<file path="config.mk">
export PLATFORM = sky130hd
export DESIGN_NAME = bsg_print_stat_tracker
export DESIGN_NICKNAME = d
export VERILOG_FILES = /design/src/rtl/bsg_print_stat_pkg.sv /design/src/rtl/bsg_fifo_1r1w_small.sv /design/src/rtl/bsg_print_stat_tracker.sv
export SDC_FILE = /design/constraint.sdc
export NUM_CORES = 2
export LEC_CHECK = 0
export BUFFER_PORTS_ARGS = -buffer_cell sky130_fd_sc_hd__buf_4
export CAP_MARGIN = 10
export CORE_ASPECT_RATIO = 1.4
export CORE_MARGIN = 2
export CORE_UTILIZATION = 40
export CTS_CLUSTER_SIZE = 25
export DETAILED_ROUTE_END_ITERATION = 10
export PLACE_DENSITY_LB_ADDON = 0.2
export SYNTH_ARGS = -nofsm -noshare
export SYNTH_HDL_FRONTEND = slang
export SYNTH_HIERARCHICAL = 1
export SYNTH_SLANG_ARGS = --single-unit
export TNS_END_PERCENT = 100
</file>
<file path="constraint.sdc">
create_clock -name clk_i -period 12.4 [get_ports clk_i]
set_clock_uncertainty 0.05 [all_clocks]
set_input_delay 1.24 -clock clk_i [delete_from_list [all_inputs] [get_ports clk_i]]
set_output_delay 1.24 -clock clk_i [all_outputs]
set_load 0.01 [all_outputs]
</file>
<file path="src/rtl/bsg_print_stat_pkg.sv">
// bsg_print_stat_pkg: shared tag field layout, tag types and output record format
// for print-stat snoop consumers.
package bsg_print_stat_pkg;

    typedef enum logic [1:0] {
        e_stat   = 2'd0,
        e_start  = 2'd1,
        e_end    = 2'd2,
        e_kernel = 2'd3
    } tag_type_e;

    localparam int type_hi_lp     = 31;
    localparam int type_lo_lp     = 30;
    localparam int tg_id_hi_lp    = 29;
    localparam int tg_id_lo_lp    = 16;
    localparam int tag_hi_lp      = 3;
    localparam int tag_lo_lp      = 0;
    localparam int tg_id_width_lp = 14;
    localparam int tag_width_lp   = 4;
    localparam int ctr_width_lp   = 64;

    typedef struct packed {
        tag_type_e                 rtype;
        logic [tg_id_width_lp-1:0] tg_id;
        logic [tag_width_lp-1:0]   tag;
        logic [ctr_width_lp-1:0]   cycles;
    } record_s;

endpackage

</file>
<file path="src/rtl/bsg_fifo_1r1w_small.sv">
// bsg_fifo_1r1w_small: register-based circular FIFO; full_o comes from registered
// occupancy only, so a pop in the same cycle never frees space for a push.
module bsg_fifo_1r1w_small #(
    parameter int width_p = 8,
    parameter int els_p   = 8
) (
    input  logic               clk_i,
    input  logic               reset_n_i,
    input  logic               v_i,
    input  logic [width_p-1:0] data_i,
    output logic               full_o,
    output logic               v_o,
    output logic [width_p-1:0] data_o,
    input  logic               yumi_i
);
    localparam int ptr_w_lp = (els_p > 1) ? $clog2(els_p) : 1;
    localparam int cnt_w_lp = $clog2(els_p + 1);

    logic [width_p-1:0]  r_mem [els_p];
    logic [ptr_w_lp-1:0] r_wptr, r_rptr;
    logic [cnt_w_lp-1:0] r_cnt;
    logic                w_enq, w_deq;

    assign full_o = (r_cnt == cnt_w_lp'(els_p));
    assign v_o    = (r_cnt != '0);
    assign data_o = r_mem[r_rptr];
    assign w_enq  = v_i & ~full_o;
    assign w_deq  = yumi_i & v_o;

    always_ff @(posedge clk_i) begin
        if (!reset_n_i) begin
            r_wptr <= '0;
            r_rptr <= '0;
            r_cnt  <= '0;
        end else begin
            if (w_enq) r_wptr <= (r_wptr == ptr_w_lp'(els_p - 1)) ? '0 : r_wptr + 1'b1;
            if (w_deq) r_rptr <= (r_rptr == ptr_w_lp'(els_p - 1)) ? '0 : r_rptr + 1'b1;
            r_cnt <= r_cnt + cnt_w_lp'(w_enq) - cnt_w_lp'(w_deq);
        end
    end

    always_ff @(posedge clk_i) begin
        if (w_enq) r_mem[r_wptr] <= data_i;
    end

endmodule

</file>
<file path="src/rtl/bsg_print_stat_tracker.sv">
// bsg_print_stat_tracker: pairs START/END print-stat tags per tag id, queues timing records.
// Define BSG_PRINT_STAT_TRACKER_DISPLAY_EN for simulation-only $display tracing.
module bsg_print_stat_tracker
    import bsg_print_stat_pkg::*;
#(
    parameter int data_width_p = 32,
    parameter int ctr_width_p  = 64,
    parameter int tag_els_p    = 16,
    parameter int fifo_els_p   = 8
) (
    input  logic                   clk_i,
    input  logic                   reset_n_i,
    input  logic                   print_stat_v_i,
    input  logic [data_width_p-1:0] print_stat_tag_i,
    input  logic [ctr_width_p-1:0] global_ctr_i,
    output logic                   v_o,
    input  logic                   ready_i,
    output logic [1:0]             type_o,
    output logic [13:0]            tg_id_o,
    output logic [3:0]             tag_o,
    output logic [ctr_width_p-1:0] cycles_o,
    output logic [15:0]            drop_count_o,
    output logic [15:0]            mismatch_count_o
);
    logic                      r_v;
    tag_type_e                 r_type;
    logic [tg_id_width_lp-1:0] r_tg_id;
    logic [tag_width_lp-1:0]   r_tag;
    logic [ctr_width_p-1:0]    r_ctr;
    logic [tag_els_p-1:0]      r_open;
    logic [ctr_width_p-1:0]    r_start [tag_els_p];
    logic [15:0]               r_drop, r_mismatch;

    logic                   w_open, w_push, w_mismatch, w_full, w_drop;
    logic [ctr_width_p-1:0] w_cycles;
    record_s                w_rec, w_out;
    logic                   w_unused;

    assign w_unused = ^print_stat_tag_i[tg_id_lo_lp-1:tag_hi_lp+1];

    always_ff @(posedge clk_i) begin
        if (!reset_n_i) begin
            r_v <= 1'b0;
        end else begin
            r_v <= print_stat_v_i;
            if (print_stat_v_i) begin
                r_type  <= tag_type_e'(print_stat_tag_i[type_hi_lp:type_lo_lp]);
                r_tg_id <= print_stat_tag_i[tg_id_hi_lp:tg_id_lo_lp];
                r_tag   <= print_stat_tag_i[tag_hi_lp:tag_lo_lp];
                r_ctr   <= global_ctr_i;
            end
        end
    end

    // Subtraction wraps modulo 2^ctr_width_p, so a counter rollover still yields the true span.
    assign w_open     = r_open[r_tag];
    assign w_push     = r_v & ((r_type == e_end) ? w_open : (r_type != e_start));
    assign w_mismatch = r_v & ((r_type == e_start) ? w_open : ((r_type == e_end) & ~w_open));
    assign w_cycles   = (r_type == e_end) ? r_ctr - r_start[r_tag] : r_ctr;
    assign w_drop     = w_push & w_full;
    assign w_rec      = '{rtype: r_type, tg_id: r_tg_id, tag: r_tag, cycles: ctr_width_lp'(w_cycles)};

    always_ff @(posedge clk_i) begin
        if (!reset_n_i) begin
            r_open     <= '0;
            r_drop     <= '0;
            r_mismatch <= '0;
        end else begin
            if (r_v && r_type == e_start) r_open[r_tag] <= 1'b1;
            else if (r_v && r_type == e_end) r_open[r_tag] <= 1'b0;
            if (w_drop && r_drop != 16'hFFFF) r_drop <= r_drop + 16'd1;
            if (w_mismatch && r_mismatch != 16'hFFFF) r_mismatch <= r_mismatch + 16'd1;
        end
    end

    always_ff @(posedge clk_i) begin
        if (r_v && r_type == e_start) r_start[r_tag] <= r_ctr;
    end

    bsg_fifo_1r1w_small #(
        .width_p($bits(record_s)),
        .els_p  (fifo_els_p)
    ) fifo (
        .clk_i    (clk_i),
        .reset_n_i(reset_n_i),
        .v_i      (w_push),
        .data_i   (w_rec),
        .full_o   (w_full),
        .v_o      (v_o),
        .data_o   (w_out),
        .yumi_i   (ready_i)
    );

    assign type_o           = w_out.rtype;
    assign tg_id_o          = w_out.tg_id;
    assign tag_o            = w_out.tag;
    assign cycles_o         = w_out.cycles[ctr_width_p-1:0];
    assign drop_count_o     = r_drop;
    assign mismatch_count_o = r_mismatch;

`ifdef BSG_PRINT_STAT_TRACKER_DISPLAY_EN
    always @(posedge clk_i) begin
        if (reset_n_i) begin
            if (w_push && !w_full)
                $display("print_stat: type=%0d tg_id=%0h tag=%0d cycles=%0d", r_type, r_tg_id, r_tag, w_cycles);
            if (w_drop) $display("print_stat: drop tag=%0d", r_tag);
            if (w_mismatch) $display("print_stat: mismatch tag=%0d", r_tag);
        end
    end
`endif

endmodule

</file>
==> run metrics <==
IO buf count 204; H-tree depth 4; largest net degree at the start of global routing 126; YS warnings 6; number of synthesized flops with an enable pin 1,780; outcome finished clean; CP Launch Type register; vias in the first global route 37,200; average cell area after synthesis 20.5 µm²; Critical Path AT 7.72 ns; total core area 184,000 µm²; Die Height 513 µm; number of vias per cell 5.47; FF+latch area 54,800 µm²; Horiz. Die Dim 367 µm; # DRC 0; P per Cell Area 170 nW/µm²; num rows 186; Sum Neg Setup Slack 0 ns; final-layout fill cell count 15,400; ANT nets after route 0; Final nets 4,119; IO Count 217; Leak 27.2 nW; CTS Root Cell clkbuf_16; post-layout min period 7.33 ns; Via Count 35,700; post-synthesis sequential area ratio 0.740; syn_nets 3,800; async set or reset register ratio after synthesis 0; clock latency on the worst-skew pair 0.82 ns; Pwr Total 14.4 mW; CTS Hold Buffers Added 0; Layout area overhead 14.3%; die area 188,000 µm²; Final Hold Violating Endpoints 0; top_reg_cell synth edfxtp_1; Hold Path Class reg -> reg; initial antenna violation count 3; Worst setup EP type register; Reg clk slew, reported paths 0.06 ns; Gate Count Post-Synth 3,617; synth unique cells 70; routed len/inst 27.3 µm; RePlAce Congestion 0.960; area of the multi-input gates 18,300 µm²; Tot GR Track Use 0.188; Routed WL 178,000 µm; VDD IR-drop max 167 µV; layout cells sized above 1 0.290; Longest Clk Path Bufs 3; final slew viol count 0; worst hold stages 2; total grt overflow 0; Post-CTS Setup Inserts 0; drt pass-1 iters 7; critical path required time 12.80 ns; R2R cell count 14; Setup Crit Path Kind reg -> reg; Syn Std Cell Area 74,000 µm²; Achievable Freq 137 MHz; setup violators final 0; global-route wire length before repair 258,000 µm; DR iter-0 viols 2,994; TritonCTS buffer count 177; HPWL after detailed placement 102,000 µm; Slew @ Worst Pin 1.34 ns; post-cts sizing count 0; crit share post-route 0.591; Max-cap violations 0; Initial Util 0.403; max_slew headroom 0.0989; CP Max Fanout 40; #FFs+latches synth 1,846; CTS Sinks 1,846; RSZ-0062 raised after global routing false; CTS tree yes
==> sequential cells by signal (all words and copies together) (netlist names), named ones only <==
name,flops
r_v,1
r_ctr,64
fifo/r_wptr,3
fifo/r_cnt,4
fifo/r_mem,672
r_type,2
fifo/r_rptr,3
r_tag,4
r_start,1024
drop_count_o,16
mismatch_count_o,16
r_tg_id,14
==> final timing paths <==
path | slack, ns | end | start
worst max-delay path | 5.07 | fifo/r_mem[1][58] | register
worst min-delay path | 0.43 | register | fifo/r_rptr[2]
worst max register to register | 5.07 | fifo/r_mem[1][58] | register
worst min register to register | 0.43 | register | fifo/r_rptr[2]
==> logic make-up after synthesis <==
logic type      after synthesis  share of synthesized area
compound gates              324                     0.0275
xor+xnor                     84                    0.00994
fa+ha+maj                    83                     0.0142
buf+inv                     258                     0.0149
flops                      1846                      0.740
mux                         590                      0.165
simple gates                432                     0.0284
==> per-layer routing <==
layer / global-route usage / share of wire
met5: 0 / 0.000056
met4: 0.0510 / 0.020
met3: 0.0258 / 0.045
met2: 0.327 / 0.51
met1: 0.248 / 0.42
==> report_power, final <==
group          switching, mW  total [mW]  internal, mW  leakage, nW
clock                   2.32        5.31          3.00         2.74
sequential             0.144        7.15          7.00         16.6
combinational           1.03        1.90         0.872         7.90
==> cells in the mapped netlist, drive strengths merged, types with 13 or more instances <==
| master | count | area share |
|---|---|---|
| nor2 | 76 | 0.0040 |
| clkbuf | 114 | 0.0058 |
| ha | 81 | 0.014 |
| xnor2 | 51 | 0.0060 |
| a21o | 41 | 0.0042 |
| buf | 58 | 0.0048 |
| inv | 86 | 0.0044 |
| nand2 | 160 | 0.0082 |
| and2 | 37 | 0.0031 |
| nand2b | 13 | 0.0011 |
| nand3 | 37 | 0.0026 |
| mux4 | 493 | 0.15 |
| o21ai | 105 | 0.0071 |
| edfxtp | 1780 | 0.72 |
| o21a | 37 | 0.0038 |
| mux2 | 88 | 0.013 |
| dfxtp | 66 | 0.018 |
| and3 | 14 | 0.0012 |
| xor2 | 33 | 0.0039 |
| nor2b | 14 | 0.0012 |
| nand4 | 32 | 0.0027 |
| a21oi | 72 | 0.0049 |
| nor3 | 16 | 0.0011 |
==> cells in the final DEF (no fill, tap or decap), drive strengths merged, types with 7 or more instances in the layout <==
master / count
a21boi: 9
a21o: 41
a21oi: 72
and2: 37
and3: 14
buf: 301
bufinv: 14
clkbuf: 230
clkinv: 70
clkinvlp: 7
dfxtp: 66
edfxtp: 1780
ha: 81
inv: 95
mux2: 88
mux2i: 9
mux4: 493
nand2: 160
nand2b: 13
nand3: 37
nand4: 32
nor2: 76
nor2b: 14
nor3: 16
nor4: 9
o21a: 37
o21ai: 105
o21bai: 7
xnor2: 51
xor2: 33
==> layout make-up <==
| class | instances | area share |
|---|---|---|
| diodes | 3 | 0.0000888 |
| clock buffers | 219 | 0.0558 |
| clock inverters | 100 | 0.0110 |
| inverters | 86 | 0.00382 |
| multi-input cells | 1513 | 0.216 |
| flip-flops and latches | 1846 | 0.648 |
| well taps | 2444 | 0.0362 |
| repair buffers | 312 | 0.0286 |
==> through the flow <==
| stage | std cells | setup slack (ns) | hold slack (ns) | util | area, µm² |
|---|---|---|---|---|---|
| floorplan | 3617 | 2.11 | 0.404 | - | 74000 |
| global route | 6521 | 4.59 | 0.456 | 0.460 | 84500 |
| detailed placement | 6189 | 4.94 | 0.415 | 0.429 | 78800 |
| CTS | 6508 | 4.88 | 0.427 | 0.460 | 84400 |
| finish | 6523 | 5.07 | 0.426 | 0.460 | 84500 |
| global placement | 6189 | 5.02 | 0.407 | 0.429 | 78800 |
==> critical path: stages (launching register included) <==
cell and delay, ns:
dfxtp_4 0.94, buf_4 0.74, mux4_2 0.60, mux4_2 0.47, inv_1 0.14, ha_1 0.32, nand4_1 0.17, nor4_1 0.63
a22oi_1 0.25, a211oi_1 0.58, o21ai_0 0.47, nand2_1 0.27, a211oi_1 0.17, xor2_1 0.17, o21ai_0 0.89
No activity file was read; power rests on OpenSTA's default activity.
